### config.mk
export PLATFORM = sky130hd
export DESIGN_NAME = operator_alu_scheduler
export DESIGN_NICKNAME = d
export VERILOG_FILES = /design/src/rtl/operator_pkg.sv /design/src/rtl/operator_alu.sv /design/src/rtl/operator_alu_scheduler.sv
export SDC_FILE = /design/constraint.sdc
export NUM_CORES = 1
export LEC_CHECK = 0
export CAP_MARGIN = 20
export CORE_MARGIN = 5
export CORE_UTILIZATION = 30
export CTS_BUF_LIST = sky130_fd_sc_hd__clkbuf_16
export DETAILED_ROUTE_END_ITERATION = 8
export PLACE_DENSITY_LB_ADDON = 0.1
export SETUP_SLACK_MARGIN = 0.1
export SYNTH_ARGS = -nofsm -noshare
export SYNTH_HDL_FRONTEND = slang
export SYNTH_SLANG_ARGS = --single-unit
### constraint.sdc
create_clock -name clk -period 2.1 [get_ports clk]
set_input_delay 0.21 -clock clk [delete_from_list [all_inputs] [get_ports clk]]
set_output_delay 0.21 -clock clk [all_outputs]
set_load 0.01 [all_outputs]
### src/rtl/operator_pkg.sv
// Shared definitions for the operator examples: ALU opcode encodings and the
// scheduler FSM state type.
package operator_pkg;

    localparam logic [3:0] OPC_ADD  = 4'h0;
    localparam logic [3:0] OPC_SUB  = 4'h1;
    localparam logic [3:0] OPC_LAND = 4'h2;
    localparam logic [3:0] OPC_LOR  = 4'h3;
    localparam logic [3:0] OPC_LT   = 4'h4;
    localparam logic [3:0] OPC_EQ   = 4'h5;
    localparam logic [3:0] OPC_AND  = 4'h6;
    localparam logic [3:0] OPC_OR   = 4'h7;
    localparam logic [3:0] OPC_XOR  = 4'h8;
    localparam logic [3:0] OPC_RAND = 4'h9;
    localparam logic [3:0] OPC_RXOR = 4'hA;
    localparam logic [3:0] OPC_SHL  = 4'hB;
    localparam logic [3:0] OPC_SHR  = 4'hC;
    localparam logic [3:0] OPC_CAT  = 4'hD;
    localparam logic [3:0] OPC_COND = 4'hE;
    localparam logic [3:0] OPC_RSVD = 4'hF;

    typedef enum logic [1:0] {
        S_IDLE = 2'd0,
        S_EXEC = 2'd1,
        S_RESP = 2'd2
    } state_t;

endpackage

### src/rtl/operator_alu.sv
// Purely combinational multi-function operator ALU. One-bit results sit in
// bit 0 and are zero-extended; the flag carries ADD carry, SUB borrow, or
// marks the reserved opcode.
module operator_alu #(
    parameter int DATA_WIDTH = 8
) (
    input  logic [3:0]            i_opcode,
    input  logic [DATA_WIDTH-1:0] i_a,
    input  logic [DATA_WIDTH-1:0] i_b,
    output logic [DATA_WIDTH-1:0] o_result,
    output logic                  o_flag
);
    import operator_pkg::*;

    localparam int HALF = DATA_WIDTH / 2;
    localparam logic [DATA_WIDTH-1:0] SHIFT_LIMIT = DATA_WIDTH'(DATA_WIDTH);
    localparam logic [DATA_WIDTH-2:0] HI_ZERO = '0;

    logic [DATA_WIDTH:0] w_sum;

    assign w_sum = {1'b0, i_a} + {1'b0, i_b};

    // Decode the opcode and produce the result and flag for that operator.
    always_comb begin
        o_result = '0;
        o_flag   = 1'b0;
        case (i_opcode)
            OPC_ADD: begin
                o_result = w_sum[DATA_WIDTH-1:0];
                o_flag   = w_sum[DATA_WIDTH];
            end
            OPC_SUB: begin
                o_result = i_a - i_b;
                o_flag   = (i_a < i_b);
            end
            OPC_LAND: o_result = {HI_ZERO, ((|i_a) && (|i_b))};
            OPC_LOR:  o_result = {HI_ZERO, ((|i_a) || (|i_b))};
            OPC_LT:   o_result = {HI_ZERO, (i_a < i_b)};
            OPC_EQ:   o_result = {HI_ZERO, (i_a == i_b)};
            OPC_AND:  o_result = i_a & i_b;
            OPC_OR:   o_result = i_a | i_b;
            OPC_XOR:  o_result = i_a ^ i_b;
            OPC_RAND: o_result = {HI_ZERO, (&i_a)};
            OPC_RXOR: o_result = {HI_ZERO, (^i_a)};
            OPC_SHL:  o_result = (i_b >= SHIFT_LIMIT) ? '0 : (i_a << i_b);
            OPC_SHR:  o_result = (i_b >= SHIFT_LIMIT) ? '0 : (i_a >> i_b);
            OPC_CAT:  o_result = {i_a[HALF-1:0], i_b[HALF-1:0]};
            OPC_COND: o_result = (|i_a) ? i_b : ~i_b;
            default: begin
                o_result = '0;
                o_flag   = 1'b1;
            end
        endcase
    end

endmodule

### src/rtl/operator_alu_scheduler.sv
// Shares one operator ALU between NUM_REQ requesters. A round-robin arbiter
// grants one request at a time from IDLE, the operands are latched, the ALU
// result is registered in EXEC and held in RESP until the consumer accepts.
module operator_alu_scheduler #(
    parameter int NUM_REQ    = 4,
    parameter int DATA_WIDTH = 8,
    parameter int ID_WIDTH   = 2
) (
    input  logic                          clk,
    input  logic                          rst_n,
    input  logic [NUM_REQ-1:0]            req_valid,
    output logic [NUM_REQ-1:0]            req_ready,
    input  logic [NUM_REQ*4-1:0]          req_opcode,
    input  logic [NUM_REQ*DATA_WIDTH-1:0] req_operand_a,
    input  logic [NUM_REQ*DATA_WIDTH-1:0] req_operand_b,
    output logic                          rsp_valid,
    input  logic                          rsp_ready,
    output logic [DATA_WIDTH-1:0]         rsp_result,
    output logic                          rsp_flag,
    output logic [ID_WIDTH-1:0]           rsp_id,
    output logic                          busy
);
    import operator_pkg::*;

    localparam logic [ID_WIDTH:0]   NUM_REQ_W = (ID_WIDTH+1)'(NUM_REQ);
    localparam logic [ID_WIDTH-1:0] LAST_ID   = ID_WIDTH'(NUM_REQ - 1);

    state_t                r_state;
    logic [ID_WIDTH-1:0]   r_rr_ptr;
    logic [3:0]            r_opcode;
    logic [DATA_WIDTH-1:0] r_a;
    logic [DATA_WIDTH-1:0] r_b;
    logic [ID_WIDTH-1:0]   r_id;
    logic                  r_rsp_valid;
    logic [DATA_WIDTH-1:0] r_result;
    logic                  r_flag;
    logic [ID_WIDTH-1:0]   r_rsp_id;
    logic                  r_busy;

    logic [3:0]            w_opc_arr [NUM_REQ];
    logic [DATA_WIDTH-1:0] w_a_arr   [NUM_REQ];
    logic [DATA_WIDTH-1:0] w_b_arr   [NUM_REQ];

    logic                  w_grant_found;
    logic [ID_WIDTH-1:0]   w_grant_idx;
    logic [ID_WIDTH:0]     w_scan_sum;
    logic [ID_WIDTH-1:0]   w_scan_idx;
    logic                  w_grant;
    logic [DATA_WIDTH-1:0] w_alu_result;
    logic                  w_alu_flag;

    genvar gi;
    for (gi = 0; gi < NUM_REQ; gi++) begin : g_unpack
        assign w_opc_arr[gi] = req_opcode[4*gi +: 4];
        assign w_a_arr[gi]   = req_operand_a[DATA_WIDTH*gi +: DATA_WIDTH];
        assign w_b_arr[gi]   = req_operand_b[DATA_WIDTH*gi +: DATA_WIDTH];
    end

    // Round-robin search: first valid requester at or after the pointer, wrapping.
    always_comb begin
        w_grant_found = 1'b0;
        w_grant_idx   = '0;
        w_scan_sum    = '0;
        w_scan_idx    = '0;
        for (int k = 0; k < NUM_REQ; k++) begin
            w_scan_sum = {1'b0, r_rr_ptr} + (ID_WIDTH+1)'(k);
            if (w_scan_sum >= NUM_REQ_W) begin
                w_scan_sum = w_scan_sum - NUM_REQ_W;
            end
            w_scan_idx = w_scan_sum[ID_WIDTH-1:0];
            if (!w_grant_found && req_valid[w_scan_idx]) begin
                w_grant_found = 1'b1;
                w_grant_idx   = w_scan_idx;
            end
        end
    end

    assign w_grant = rst_n && (r_state == S_IDLE) && w_grant_found;

    // One-hot ready to the granted requester, only in the cycle the grant is made.
    always_comb begin
        req_ready = '0;
        if (w_grant) begin
            req_ready[w_grant_idx] = 1'b1;
        end
    end

    operator_alu #(
        .DATA_WIDTH(DATA_WIDTH)
    ) u_alu (
        .i_opcode (r_opcode),
        .i_a      (r_a),
        .i_b      (r_b),
        .o_result (w_alu_result),
        .o_flag   (w_alu_flag)
    );

    // Scheduler FSM: grant and latch in IDLE, register the ALU output in EXEC, hold in RESP.
    always_ff @(posedge clk or negedge rst_n) begin
        if (!rst_n) begin
            r_state     <= S_IDLE;
            r_rr_ptr    <= '0;
            r_opcode    <= '0;
            r_a         <= '0;
            r_b         <= '0;
            r_id        <= '0;
            r_rsp_valid <= 1'b0;
            r_result    <= '0;
            r_flag      <= 1'b0;
            r_rsp_id    <= '0;
            r_busy      <= 1'b0;
        end else begin
            case (r_state)
                S_IDLE: begin
                    if (w_grant) begin
                        r_opcode <= w_opc_arr[w_grant_idx];
                        r_a      <= w_a_arr[w_grant_idx];
                        r_b      <= w_b_arr[w_grant_idx];
                        r_id     <= w_grant_idx;
                        r_busy   <= 1'b1;
                        r_state  <= S_EXEC;
                    end
                end
                S_EXEC: begin
                    r_result    <= w_alu_result;
                    r_flag      <= w_alu_flag;
                    r_rsp_id    <= r_id;
                    r_rsp_valid <= 1'b1;
                    r_state     <= S_RESP;
                end
                S_RESP: begin
                    if (rsp_ready) begin
                        r_rsp_valid <= 1'b0;
                        r_busy      <= 1'b0;
                        r_rr_ptr    <= (r_rsp_id == LAST_ID) ? '0 : (r_rsp_id + ID_WIDTH'(1));
                        r_state     <= S_IDLE;
                    end
                end
                default: begin
                    r_state <= S_IDLE;
                end
            endcase
        end
    end

    assign rsp_valid  = r_rsp_valid;
    assign rsp_result = r_result;
    assign rsp_flag   = r_flag;
    assign rsp_id     = r_rsp_id;
    assign busy       = r_busy;

endmodule

==> results.cfg, run 1 <==
[outcome]
status = finished with violations
violations = negative setup slack

[cells_and_area]
layout_common_cells = 133 x buf_4, 96 x clkdlybuf4s50_1, 71 x nand2_1, 49 x mux2i_1, 33 x nor2_1
fin_util_pct = 51.2
finalNonFillerCells = 962
drive_gt1_share_pct = 35.0
nNetsFinal = 901
antennaDiodeCount = 0
layout_commonest_cell = buf_4
syn_to_final_growth_pct = 66.6

[floorplanning]
start_util_pct = 30.7
die_x_um = 132
io_pins = 104
fp.dieArea_um2 = 17500
design.core.area_um2 = 14600
num_rows = 44
die_h_um = 132

[synth]
synth-warning-count = 0
synthTopCellsByArea = dfrtp_1 22%, mux2i_1 12%, ha_1 9.8%
yosys_register_bits = 39
avgSynthCellArea_um2 = 8.20
synth_top_cell_by_area = dfrtp_1
synthArstFlopShare_pct = 100
synth-main-ff-cell = dfrtp_1
synth_cell_types = 76
ys_seq_area_share_pct = 21.8
synth_edf_count = 0
netlist_instances = 547
syn-num-nets = 671
synth_top_area_share_pct = 21.8
synth_area_um2 = 4490

[timing]
slew_violations = 0
tightestPinTransition_ns = 0.536
layout_setup_ws_ns = -0.165
fmax_mhz = 441
post-route-min-period_ns = 2.27
rsz0062_at_grt = yes
timing.final.crit_share_pct = 108
hold_viol = 0
clock-skew-final_ns = 0.0136
slew-limit-headroom_pct = 63.9
setup_viol = 4

[power_and_ir_drop]
clkPwrFrac_pct = 6.4
power_leakage_nw = 3.20
netSwitchingPower_mw = 5.95
swShare_pct = 47.8
p_int_mw = 6.49
p_per_area_nw_per_um2 = 1660
max-vdd-ir-drop_uv = 523
seqPwrFrac_pct = 12.3
p_comb_share_pct = 81.3

[clock_tree]
cts_max_level = 2
cts_buffers = 5
cts.clk_slew.worst_paths_ns = 0.07
clk_latency_ns = 0.31
postCtsHoldBufs = 0
cts_buffer_depth = 2
cts-root-buf = clkbuf_16
numClockSinks = 39
cts_tree = built

[setup_path]
cp_cell_sequence = buf_6 > mux4_2 > a22oi_2 > nor4_2 > a311oi_2 > buf_4 > a31oi_4 > a21o_1
cp-end-kind = register
crit_fanout = 4
cp.required_ns = 2.29
cpPeakStageDelay_ns = 0.51
crit_type = register to register
start_kind = register
cp_slowest_cell = mux4_2
critPathArrivalTime_ns = 2.46

[detailed_routing]
drtAntennaViolNets = 0
routedWlPerCell_um = 20.5
drc = 0
viasPerCell = 5.46
drt_wl_total_um = 19800
dr.first_iter.drc_count = 431
dr.pass1.iters = 5
vias = 5256

[grt]
first_global_vias = 5379
use_met1_pct = 29.7
grt_max_degree = 40
grt_use_met2_pct = 34.1
overflow = 0
met3_usage_pct = 5.23
grt_usage_pct = 21.9
antenna_found_initial = 0
grt-busiest-layer = met2
grt_first_pass_wirelength_um = 30500

[run]
max_cap_violations = 0

[worst_hold_path]
hp-class = input port to asynchronous set/reset pin

[placement]
port_buffers = 103
dpl.hpwl_um = 15600
finalWeightedCongestion = 1.02
place_inst = 930
## cells by family after synthesis
family	Yosys count	share of synthesized area, %
compound gates	154	24.0
xor+xnor	12	2.34
fa+ha+maj	37	10.7
buf+inv	65	7.39
flops	39	21.8
mux	57	13.6
simple gates	183	20.3
## state kept, by name (all words and copies together) (netlist names)
name,flops
rsp_flag,1
rsp_result,8
r_id,2
r_rr_ptr,2
r_state,2
r_a,8
rsp_id,2
r_opcode,4
rsp_valid,1
busy,1
r_b,8
## cell type report
| type | instances | area, um2 |
|---|---|---|
| Timing Repair Buffer | 256 | 2270 |
| Multi-Input combinational cell | 443 | 3710 |
| Clock buffer | 5 | 125 |
| Clock inverter | 3 | 16.3 |
| Fill cell | 1383 | 7120 |
| Tap cell | 184 | 230 |
| Sequential cell | 39 | 985 |
| Inverter | 32 | 139 |
## critical path, delay by kind of cell, from the launching register on
family	cells	cell delay (ns)
buffers and inverters	2	0.33
and+or+nand+nor	1	0.07
DFF	1	0.45
AOI/OAI and AO/OA	4	0.79
muxes	1	0.51
## path summary, 6_finish.rpt
kind | start | to | slack, ns | cells past startpoint
setup / recovery | r_a[0] | rsp_result[3] | -0.17 | 8
hold / removal | rst_n | rsp_result[2] | 0.05 | 2
setup reg to reg | r_a[0] | rsp_result[3] | -0.17 | 8
hold reg to reg | r_id[1] | r_id[1] | 0.48 | 2
max in group asynchronous | rst_n | r_b[0] | 1.63 | 2
min in group clk | rst_n | r_state[0] | 0.36 | 4
## power by group through the flow
stage	Sequential (mW)	Combinational [mW]	Clock, mW
3_5_place_dp	1.48	8.27	0
5_1_grt	1.59	10.8	0.853
3_3_place_gp	1.47	8.28	0
2_1_floorplan	1.52	4.62	0
6_report	1.53	10.1	0.795
4_1_cts	1.50	9.05	0.822
## cells in the mapped netlist (4+ instances only)
library cell / n
nand2_1: 71
mux2i_1: 53
dfrtp_1: 39
nor2_1: 39
ha_1: 35
inv_1: 31
a21oi_1: 30
o21ai_0: 30
o221ai_1: 24
nor3_1: 12
xnor2_1: 11
clkbuf_1: 10
buf_2: 9
nor2b_1: 9
nand3_1: 8
nand2b_1: 7
o22ai_1: 7
a211oi_1: 6
buf_4: 5
buf_6: 5
nor4_1: 5
or4_1: 5
a22o_1: 4
a22oi_1: 4
a32oi_1: 4
nand4_1: 4
## routing by layer
metal  share of wire, %  wire length (um)  vias up
met5                  0                 0        -
met4                3.1               610        0
met3                6.6              1310       43
met2                 45              8910      222
met1                 45              8940     2497
li1                   -                 -     2494
## stage by stage
step	TNS [ns]	hold WS (ns)	setup slack, ns	power (mW)	area [um2]
5_1_grt	-0.797	0.101	-0.182	13.2	7470
3_5_place_dp	-4.31	0.389	-0.279	9.75	6600
2_1_floorplan	-0.0348	-0.0856	-0.0348	6.14	4550
4_1_cts	-0.188	0.0673	-0.121	11.4	7080
6_report	-0.313	0.0474	-0.165	12.4	7470
3_3_place_gp	-2.28	0.389	-0.353	9.75	6600
## repair_timing
action | in CTS | in global routing
resized for setup | 80 | 54
setup buffers | 7 | 18
pin swaps | 24 | 28
endpoints found under the setup margin | 14 | 31
gates cloned | 0 | 0
No activity file was read; power rests on OpenSTA's default activity.
==> run 2: changes to the inputs <==
--- a/config.mk
+++ b/config.mk
@@ -10,6 +10,7 @@
 export CORE_UTILIZATION = 30
 export CTS_BUF_LIST = sky130_fd_sc_hd__clkbuf_16
 export DETAILED_ROUTE_END_ITERATION = 8
+export HOLD_SLACK_MARGIN = 0.05
 export PLACE_DENSITY_LB_ADDON = 0.1
 export SETUP_SLACK_MARGIN = 0.1
 export SYNTH_ARGS = -nofsm -noshare
==> results of run 2 <==
Same layout as run 1: the final DEF is identical, and so are final timing and power.
==> run 3: changes to the inputs <==
--- a/config.mk
+++ b/config.mk
@@ -10,7 +10,7 @@
 export CORE_UTILIZATION = 30
 export CTS_BUF_LIST = sky130_fd_sc_hd__clkbuf_16
 export DETAILED_ROUTE_END_ITERATION = 8
-export HOLD_SLACK_MARGIN = 0.05
+export GPL_ROUTABILITY_DRIVEN = 0
 export PLACE_DENSITY_LB_ADDON = 0.1
 export SETUP_SLACK_MARGIN = 0.1
 export SYNTH_ARGS = -nofsm -noshare
==> run 3 against run 2 <==
  * The flow still finishes with violations (negative setup slack)
  * Critical path depth grew 2
  * Clock-buffer cell count unchanged
  * Non-clock buffer count is 2 higher
  * Setup slack improved by 0.14 ns
  * Largest power group unchanged
  * Global-route usage down 0.34 points
  * Sequential power hardly changed
  * Sequential share of layout area rose by 0.15 points
  * Critical endpoint is now rsp_result[1]
  * Combinational power about the same
  * Routed wire length down 0.98%
  * Worst hold slack better by 0.013 ns
==> results.cfg, run 3 (synthesis results as in run 1) <==
[grt]
grt_first_pass_wirelength_um = 30200
antenna_found_initial = 0
first_global_vias = 5441
overflow = 0
grt_usage_pct = 21.5
grt_max_degree = 40

[power_and_ir_drop]
power_leakage_nw = 3.20
p_per_area_nw_per_um2 = 1650
max-vdd-ir-drop_uv = 502
power_mw = 12.2

[timing]
hold_slack_ns = 0.0604
setup_viol = 3
post-route-min-period_ns = 2.13
fin_tns_setup_ns = -0.0646
timing.final.crit_share_pct = 101
slew_violations = 0
rsz0062_at_grt = yes
clock-skew-final_ns = 0.00821
tightestPinTransition_ns = 0.583
hold_viol = 0
slew-limit-headroom_pct = 60.7
fmax_mhz = 470
layout_setup_ws_ns = -0.0295

[floorplanning]
io_pins = 104
design.core.area_um2 = 14600
start_util_pct = 30.7
die_x_um = 132
die_h_um = 132
fp.dieArea_um2 = 17500
num_rows = 44

[clock_tree]
cts_max_level = 2
clk_latency_ns = 0.30
cts_buffer_depth = 2
cts_tree = built
numClockSinks = 39
cts.clk_slew.worst_paths_ns = 0.07
cts_buffers = 5
cts-root-buf = clkbuf_16

[detailed_routing]
viasPerCell = 5.48
drc = 0
vias = 5278
dr.pass1.iters = 5
drtAntennaViolNets = 0
routedWlPerCell_um = 20.3
met3_length_um = 1280
wl_met2_um = 9110
top_layer_used = met4
met1_length_um = 8730
drt_wl_total_um = 19600
dr.first_iter.drc_count = 363

[outcome]
status = finished with violations
violations = negative setup slack

[cells_and_area]
nNetsFinal = 903
layout_commonest_cell = buf_4
layout_common_cells = 138 x buf_4, 96 x clkdlybuf4s50_1, 71 x nand2_1, 52 x mux2i_1, 35 x nor2_1
antennaDiodeCount = 0
finalNonFillerCells = 964
postLayoutCellArea_um2 = 7390
syn_to_final_growth_pct = 64.8
fin_util_pct = 50.7
drive_gt1_share_pct = 33.5

[setup_path]
rr_worst_depth = 10
cp-end-kind = register
cp.required_ns = 2.28
crit_fanout = 4
crit_type = register to register
start_kind = register
critPathArrivalTime_ns = 2.31

[run]
max_cap_violations = 0

[placement]
port_buffers = 103
place_area_um2 = 6630
dpl.hpwl_um = 15500
place_inst = 933
place_ws_ns = -0.204

[worst_hold_path]
hp-class = input port to asynchronous set/reset pin
-- run 3: cell count changes in the layout (fill, tap and decap cells not counted), moves of 3 or more --
| cell | previous run | this run |
|---|---|---|
| ha_1 | 17 | 21 |
| mux2i_1 | 49 | 52 |
| nor2_2 | 5 | 1 |
| mux2i_2 | 4 | 1 |
| buf_6 | 17 | 13 |
| inv_2 | 6 | 9 |
| buf_4 | 133 | 138 |
| inv_4 | 4 | 1 |
-- run 3: final cells by class --
class                           instances  area (um2)
Sequential cell                        39         985
Clock buffer                            5         125
Inverter                               32         139
Clock inverter                          3        16.3
Multi-Input combinational cell        443        3620
Timing Repair Buffer                  258        2270
Tap cell                              184         230
Fill cell                            1388        7200
-- run 3: worst paths after layout --
kind                       startpoint             to  slack, ns
min reg2reg                   r_id[1]      rsp_id[1]       0.47
min in group clk                rst_n           busy       0.33
max reg2reg                    r_b[0]  rsp_result[1]      -0.03
max in group asynchronous       rst_n         r_a[0]       1.63
max                            r_b[0]  rsp_result[1]      -0.03
min                             rst_n  rsp_result[2]       0.06
-- run 3: critical path: stages, from the launching register on --
cell,delay (ns)
dfrtp_2,0.46
buf_6,0.13
ha_4,0.13
inv_2,0.04
fa_2,0.51
nor2_1,0.04
a21oi_1,0.10
nor4_1,0.06
a21oi_1,0.14
nor4b_4,0.33
o21ai_2,0.07
-- run 3: power breakdown --
| group | internal, mW | total [mW] | leakage [nW] | switching (mW) |
|---|---|---|---|---|
| Clock | 0.435 | 0.795 | 0.0710 | 0.360 |
| Combinational | 4.80 | 9.88 | 2.65 | 5.08 |
| Sequential | 1.10 | 1.51 | 0.481 | 0.407 |
| Total | 6.33 | 12.2 | 3.20 | 5.84 |
-- run 3: routing by layer --
| metal | GRT usage (%) | vias to the layer above |
|---|---|---|
| met5 | 0 | - |
| met4 | 6.28 | 0 |
| met3 | 4.31 | 29 |
| met2 | 34.4 | 229 |
| met1 | 29.5 | 2521 |
| li1 | - | 2499 |
-- run 3: repair_timing --
item | CTS | global route
endpoints found under the setup margin | 13 | 18
gates resized for setup | 75 | 40
buffers inserted | 12 | 12
pin swaps | 20 | 33
hold buffers | 0 | 0
endpoints found under the hold margin | 0 | 0
